==> src/rtl/cnt_pkg.sv <==
// Shared definitions for the modulo-N counter family: direction encoding and
// modulus helpers used by the counter and its next-state logic.
package cnt_pkg;

  localparam logic DIR_UP = 1'b1;
  localparam logic DIR_DN = 1'b0;

  function automatic int max_val(input int modulus);
    return modulus - 1;
  endfunction

endpackage

==> src/rtl/mod_n_next.sv <==
// Combinational next-count logic for a modulo-N up/down counter. Any value
// outside the count sequence recovers in one step and reports a wrap.
module mod_n_next
  import cnt_pkg::*;
#(
  parameter int WIDTH   = 4,
  parameter int MODULUS = 10
) (
  input  logic [WIDTH-1:0] q,
  input  logic             ud,
  output logic [WIDTH-1:0] next,
  output logic             wrap
);

  localparam logic [WIDTH-1:0] MAX_Q = WIDTH'(max_val(MODULUS));
  localparam logic [WIDTH-1:0] ONE   = WIDTH'(1);

  // One extra bit keeps the compares clean when MODULUS == 2**WIDTH.
  logic [WIDTH:0] q_ext;
  logic [WIDTH:0] max_ext;

  assign q_ext   = {1'b0, q};
  assign max_ext = {1'b0, MAX_Q};

  always_comb begin
    next = '0;
    wrap = 1'b0;
    if (ud == DIR_UP) begin
      if (q_ext >= max_ext) begin
        next = '0;
        wrap = 1'b1;
      end else begin
        next = q + ONE;
      end
    end else begin
      if (q_ext == '0 || q_ext > max_ext) begin
        next = MAX_Q;
        wrap = 1'b1;
      end else begin
        next = q - ONE;
      end
    end
  end

endmodule

==> src/rtl/mod_n_updown_counter.sv <==
// Parametrised modulo-N up/down counter with synchronous clear, parallel
// load, 74x161-style TC cascade output and a registered wrap pulse.
module mod_n_updown_counter
  import cnt_pkg::*;
#(
  parameter int WIDTH   = 4,
  parameter int MODULUS = 10
) (
  input  logic             CLK,
  input  logic             CLR,
  input  logic             SCLR,
  input  logic             LD,
  input  logic             ENP,
  input  logic             ENT,
  input  logic             UD,
  input  logic [WIDTH-1:0] PRE,
  output logic [WIDTH-1:0] Q,
  output logic             TC,
  output logic             WRAP
);

  if (WIDTH < 1 || WIDTH > 16) begin : g_bad_width
    $error("mod_n_updown_counter: WIDTH %0d outside 1..16", WIDTH);
  end
  if (MODULUS < 2 || MODULUS > (1 << WIDTH)) begin : g_bad_modulus
    $error("mod_n_updown_counter: MODULUS %0d outside 2..2**WIDTH", MODULUS);
  end

  localparam logic [WIDTH-1:0] MAX_Q = WIDTH'(max_val(MODULUS));

  logic [WIDTH-1:0] nxt;
  logic             nxt_wrap;

  mod_n_next #(
    .WIDTH   (WIDTH),
    .MODULUS (MODULUS)
  ) u_next (
    .q    (Q),
    .ud   (UD),
    .next (nxt),
    .wrap (nxt_wrap)
  );

  // TC ignores ENP so a cascade's upper stages see the carry while the chain is paused.
  assign TC = ENT & (((UD == DIR_UP) & (Q == MAX_Q)) | ((UD == DIR_DN) & (Q == '0)));

  always_ff @(posedge CLK or posedge CLR) begin
    if (CLR) begin
      Q    <= '0;
      WRAP <= 1'b0;
    end else if (SCLR) begin
      Q    <= '0;
      WRAP <= 1'b0;
    end else if (LD) begin
      Q    <= PRE;
      WRAP <= 1'b0;
    end else if (ENP && ENT) begin
      Q    <= nxt;
      WRAP <= nxt_wrap;
    end else begin
      WRAP <= 1'b0;
    end
  end

endmodule
==> config.mk <==
export PLATFORM = sky130hd
export DESIGN_NAME = mod_n_updown_counter
export DESIGN_NICKNAME = d
export VERILOG_FILES = /design/src/rtl/cnt_pkg.sv /design/src/rtl/mod_n_next.sv /design/src/rtl/mod_n_updown_counter.sv
export SDC_FILE = /design/constraint.sdc
export NUM_CORES = 1
export LEC_CHECK = 0
export ABC_AREA = 1
export CAP_MARGIN = 30
export CORE_ASPECT_RATIO = 1.25
export CORE_UTILIZATION = 26
export DETAILED_ROUTE_END_ITERATION = 10
export SLEW_MARGIN = 5
export SYNTH_ARGS = -nofsm -noshare
export SYNTH_HDL_FRONTEND = slang
export SYNTH_HIERARCHICAL = 1
export SYNTH_SLANG_ARGS = --single-unit
==> constraint.sdc <==
create_clock -name CLK -period 1.5 [get_ports CLK]
set_input_delay 0.225 -clock CLK [delete_from_list [all_inputs] [get_ports CLK]]
set_output_delay 0.225 -clock CLK [all_outputs]
set_load 0.05 [all_outputs]
Word-level counts from Yosys, hierarchy flattened
Cells that the tools add are included.
{ "totals": {"ram_bits": 0, "latch_bits": 0, "rom_bits": 0, "output_inout_bits": 6, "memories": 0, "regBits": 5} }
{ "op_classes": {"muxes": 12, "n_mul": 0, "eq_ne": 1, "n_addsub": 2, "n_reduce_logical": 5, "shift": 0, "div": 0, "n_bitwise": 5, "order_cmp": 2} }
{ "op_table": {"columns": ["cell", "count"], "rows": [
  ["$mux 4", 6],
  ["$mux 1", 6],
  ["$logic_not 5->1", 1],
  ["$add 4x1->4 const B", 1],
  ["$eq 4x4->1 const B", 1],
  ["$ge 4x4->1 const B", 1],
  ["$gt 4x4->1 const B", 1],
  ["$logic_not 4->1", 1],
  ["$sub 4x1->4 const B", 1],
  ["$and 1x1->1", 3],
  ["$reduce_bool 3->1", 1],
  ["$logic_and 1x1->1", 1],
  ["$logic_or 1x1->1", 1],
  ["$not 1->1", 1],
  ["$or 1x1->1", 1]
]} }

Depth between registers and ports, before layout
{ "logic_depth": {"word_depth": 7, "depth_mapped": 12, "ltp_nobuf": 12} }

Modules after synthesis
The synthesis kept the hierarchy.
{ "by_module_without_submodules": {"columns": ["mod", "seq_area_each_um2", "area_each_um2", "instances", "cells_per_inst"], "rows": [
  ["mod_n_updown_counter", 125.1, 286.5, 1, 45],
  ["mod_n_next", 0.0, 276.5, 1, 46]
]} }

Least setup slack after synthesis
Ideal clock, no wire load.
{ "synth_path": {"path_kind": "reg-to-reg", "from": "register Q[0]", "to": "register Q[1]", "arrival_time_ps": 1861, "n_path_buf": 0, "setup_time_ps": 66, "setup_slack_ps": -428, "stages_incl_launch_ff": 9, "path_cell_list": "dfrtp_1 inv_1 ha_1 or2_2 o21ai_1 nand2_1 nand2_1 nand3_1 nand2_1"} }
{ "synth_via": {"elab_chain_cells": 7, "elab_cells_between_ends": 12, "classes_between": "add/sub: 2; order compare: 2; mux: 6; reduce/logical: 2"} }
{ "synth_rtl": {"columns": ["item", "line", "text"], "rows": [
  ["from (decl)", "mod_n_updown_counter.sv:17", "output logic [WIDTH-1:0] Q,"],
  ["from (signal assigned)", "mod_n_updown_counter.sv:58", "Q <= nxt;"],
  ["$gt 4x4->1 or $logic_not 5->1 (tied branches)", "mod_n_next.sv:36", "if (q_ext == '0 || q_ext > max_ext) begin"],
  ["$logic_or 1x1->1", "mod_n_next.sv:36", null],
  ["$mux 4", "mod_n_next.sv:36", null],
  ["$mux 4 *", "mod_n_next.sv:28", "if (ud == DIR_UP) begin"],
  ["via nxt[1]", "mod_n_updown_counter.sv:31", "logic [WIDTH-1:0] nxt;"],
  ["$mux 4 *", "mod_n_updown_counter.sv:57", "end else if (ENP && ENT) begin"],
  ["$mux 4 *", "mod_n_updown_counter.sv:54", "end else if (LD) begin"],
  ["$mux 4 *", "mod_n_updown_counter.sv:51", "end else if (SCLR) begin"]
]} }
The timed path passes the listed nets; every way through them passes the cells marked *. The select of a mux whose other input is x is not followed.
A chain may end at the register's enable or synchronous reset.

Worst setup path after layout
{ "layout_path": {"from": "register Q[0]", "to": "output port TC"} }
{ "layout_via": {"elab_chain_cells": 4, "elab_cells_between_ends": 6, "classes_between": "eq/ne: 1; bitwise: 4; reduce/logical: 1"} }
{ "layout_rtl": {"columns": ["item", "line", "text"], "rows": [
  ["$eq 4x4->1 or $logic_not 4->1 (tied branches)", "mod_n_updown_counter.sv:45", "assign TC = ENT & (((UD == DIR_UP) & (Q == MAX_Q)) | ((UD == DIR_DN) & (Q == '0)));"],
  ["$and 1x1->1", "mod_n_updown_counter.sv:45", null],
  ["$or 1x1->1 *", "mod_n_updown_counter.sv:45", null],
  ["$and 1x1->1 *", "mod_n_updown_counter.sv:45", null],
  ["to (decl)", "mod_n_updown_counter.sv:18", "output logic TC,"]
]} }
Every way passes the cells marked *; elsewhere a longest branch is shown, timed or not.

==> summary.md <==
| Metric | Value |
|---|---|
| Status | `complete, but fails checks` |
| Failing checks | `negative setup slack` |
| Total I/O pin count | `17` |
| Routed length per placed instance | `11.2 um` |
| Clk_skew | `roughly 0.002 ns` |
| Power per Cell Area | `778 nW/um^2` |
| Data arrival time of the critical path | `1.33 ns` |
| Lkg Pwr | `0.486 nW` |
| Post-Synth XOR/XNOR Area | `just over 3%` |
| Unrepaired setup endpoints after global routing | `yes` |
| Flop and latch count out of synthesis | `5` |
| Fraction of registers with async set/reset | `between 90% and 100%` |
| WP data required | `roughly 1.3 ns` |
| Clock tree from TritonCTS | `done` |
| Final number of setup-violating endpoints | `2` |
| Largest fanout on the critical path | `4` |
| Peak clock frequency supported by timing | `roughly 640 MHz` |
| Half-perimeter wire length after detailed placement | `about 1.3 mm` |
| Combined area of the multi-input logic cells | `around 430 sq um` |
| Die Span Y | `54.0 um` |
| Placed Cells | `132` |
| Number of max-slew violations in the final report | `0` |
| Grt ovf | `0` |
| Fraction of the yosys area taken by sequential cells | `around 22%` |
| Placeable core area | `2000 sq um` |
| Weighted congestion reported at the end of routability-driven placement | `0.797` |
| CP Capture Type | `primary output` |
| Total Routed Length | `approximately 1.6 mm` |
| Leading post-synthesis cells by instance count | `39 x sky130_fd_sc_hd__nand2_1, 11 x sky130_fd_sc_hd__nand3_1, 8 x sky130_fd_sc_hd__inv_1, 6 x sky130_fd_sc_hd__nor2_1, 5 x sky130_fd_sc_hd__dfrtp_1` |
| Worst slack, placed | `-0.0460 ns` |
| Remaining number of nets flagged by the antenna check after routing | `0` |
| Standard-cell rows | `18` |
| Horizontal extent of the die | `around 44 um` |
| Final Cycle Share | `104%` |
| DIE AREA | `around 2400 sq um` |
| Most used cell along the critical path | `sky130_fd_sc_hd__nor2_2` |
| Share of the synthesized area in compound gates (AO/OA/AOI/OAI) | `between 1.5 and 2%` |
| Clock buffers created by TritonCTS | `3` |
| Max-Cap Viols | `0` |
| Number of antenna repair diodes | `0` |
| Final nets | `136` |
| Drt via density | `approximately 4.6` |
| Number of H-tree levels | `1` |
| Largest net degree at the start of global routing | `11` |
| Avg Inst Size Synth | `between 6 and 7 sq um` |
| Fraction of layout instances using a drive strength above 1 | `a little under two fifths` |
| Ys flop type | `sky130_fd_sc_hd__dfrtp_1` |
| Total area of sequential cells | `approximately 130 sq um` |
| Most area-hungry cell type in the Yosys netlist | `sky130_fd_sc_hd__nand2_1` |
| Post-synthesis cell type count | `18` |
| Initial antenna violation count | `0` |
| Latest clock arrival within the worst-skew pair | `~0.24 ns` |
| Via count of the first global-routing pass | `658` |
| Top-area cell type share of the netlist area | `between 20% and 30%` |
| Kind of start point of the critical path | `flip-flop` |
| Number of sinks driven by the clock tree | `5` |
| EDFF count, synth | `0` |
| Post-synthesis mux area share | `0%` |
| Final hold violation count | `0` |
| CP Class | `reg2out` |
| Transition time at the pin with the least slew margin | `0.302 ns` |
| Most common cell in the netlist | `sky130_fd_sc_hd__nand2_1` |
| Slew HR | `around four fifths` |
| Warnings, synthesis | `6` |
| First-iteration detailed-routing DRC count | `6` |
| Dominant cells by area after synthesis | `sky130_fd_sc_hd__nand2_1 26%, sky130_fd_sc_hd__dfrtp_1 22%, sky130_fd_sc_hd__nand3_1 9.8%` |
| Total track usage | `about 16%` |
| Input/output buffers | `16` |
| Final cell count without fillers | `140` |
| Synth Area in Adders | `8.89%` |
| Fraction of the mapped netlist area in simple logic gates | `54.4%` |
| Area growth from synthesis to layout | `69.8%` |
| First-pass GRT wire length | `about 2.7 mm` |
| Combinational family with the most area after synthesis | `simple AND/OR/NAND/NOR gates` |
| Initial standard-cell utilization of the core | `28.1%` |
| CTS Root Cell | `sky130_fd_sc_hd__clkbuf_4` |
| Remaining design rule violation count | `0` |
| Detailed Routing Iterations Pass 1 | `2` |
| Netlist area before placement | `563 sq um` |
| Clk pin slew, worst setup/hold paths | `approximately 0.040 ns` |
| Maximum count of clock buffers along a single path | `2` |
| Post-synthesis net count | `around 110` |
| Minimum clock period after layout | `about 1.6 ns` |
| Via count | `~650` |
| Fill cell instance count of the final layout | `roughly 200` |
| Number of instances in the synthesized netlist | `91` |
| Max stage delay cell, worst path | `sky130_fd_sc_hd__dfrtp_4` |
| Longest individual stage delay on the worst path | `~0.51 ns` |
| Max VDD drop | `roughly 540 uV` |
| Dpl cell area | `855 sq um` |
| Critical path cell sequence | `buf_6 -> nor2_4 -> nor2_2 -> nor2_2 -> buf_12` |
| Min setup slack post-route | `-0.0594 ns` |
| Finished layout cell area | `956 sq um` |
| Hold Crit Class | `in2async` |
==> flip-flops by register name (all words and copies together), names as in the netlist <==
| signal | count |
|---|---|
| Q | 4 |
| WRAP | 1 |
==> layout make-up <==
class                      count  share of cell area, %
clock buffer                   4                   2.75
inverter                      10                   4.71
multi-input combinational     75                   45.3
sequential                     5                   13.9
tap                           20                   2.62
timing repair buffer          26                   30.8
==> kinds of logic after synthesis <==
| group | count (synthesis) |
|---|---|
| AOI/OAI and AO/OA | 2 |
| xor gates and xnor gates | 2 |
| adders and majority gates | 4 |
| buffers and inverters | 11 |
| DFF | 5 |
| and+or+nand+nor | 67 |
==> per-stage QoR <==
stage	power (W)	utilization, %	setup TNS (ns)	hold WS (ns)
floorplan	0.000397	-	-0.0644	0.00334
global placement	0.000545	42.6	-0.0458	0.432
detailed placement	0.000548	42.6	-0.0722	0.435
CTS	0.000736	46.3	-0.0974	0.186
global route	0.000802	47.7	-0.472	0.200
finish	0.000743	47.7	-0.0692	0.183
==> layer usage <==
metal	up-vias	global-route usage (%)	routed length (um)
li1	345	-	-
met1	289	16.0	631
met2	13	31.3	891
met3	2	3.02	31
met4	0	4.69	8
met5	-	0	0
==> cell usage in the layout, fill, tap and decap left out, drive strengths merged <==
cell / instances
nor2: 8
clkdlybuf4s50: 10
nand4: 2
nand3: 12
inv: 10
clkbuf: 4
buf: 16
or2: 1
nand2: 44
dfrtp: 5
o21ai: 2
xor2: 2
ha: 4
==> where the power goes <==
group / internal [W] / switching (W) / total [W]
registers: 0.000150 / 0.0000347 / 0.000185
logic: 0.000196 / 0.000208 / 0.000404
clock network: 0.000101 / 0.0000545 / 0.000155
total: 0.000446 / 0.000297 / 0.000743
==> what timing repair did <==
action,CTS,global route
buffers inserted,4,0
hold buffers,0,0
pin swaps,3,4
cloned,0,0
resized for setup,5,7
endpoints found under the setup margin,4,6
==> critical path, delay by kind of cell (launching register included) <==
family	cells	cell delay, ns
buffers and inverters	2	0.30
flip-flops	1	0.51
AND/OR/NAND/NOR	3	0.28
==> worst paths after layout <==
path / cells after the start / slack (ns) / end / startpoint
min: 2 / 0.18 / Q[0] / CLR
min reg2reg: 3 / 0.64 / Q[1] / Q[1]
max reg2reg: 8 / -0.01 / Q[1] / Q[0]
min in group CLK: 3 / 0.58 / WRAP / ENP
max in group asynchronous: 2 / 1.13 / Q[0] / CLR
max: 5 / -0.06 / TC / Q[0]
No activity file was read; power rests on OpenSTA's default activity.
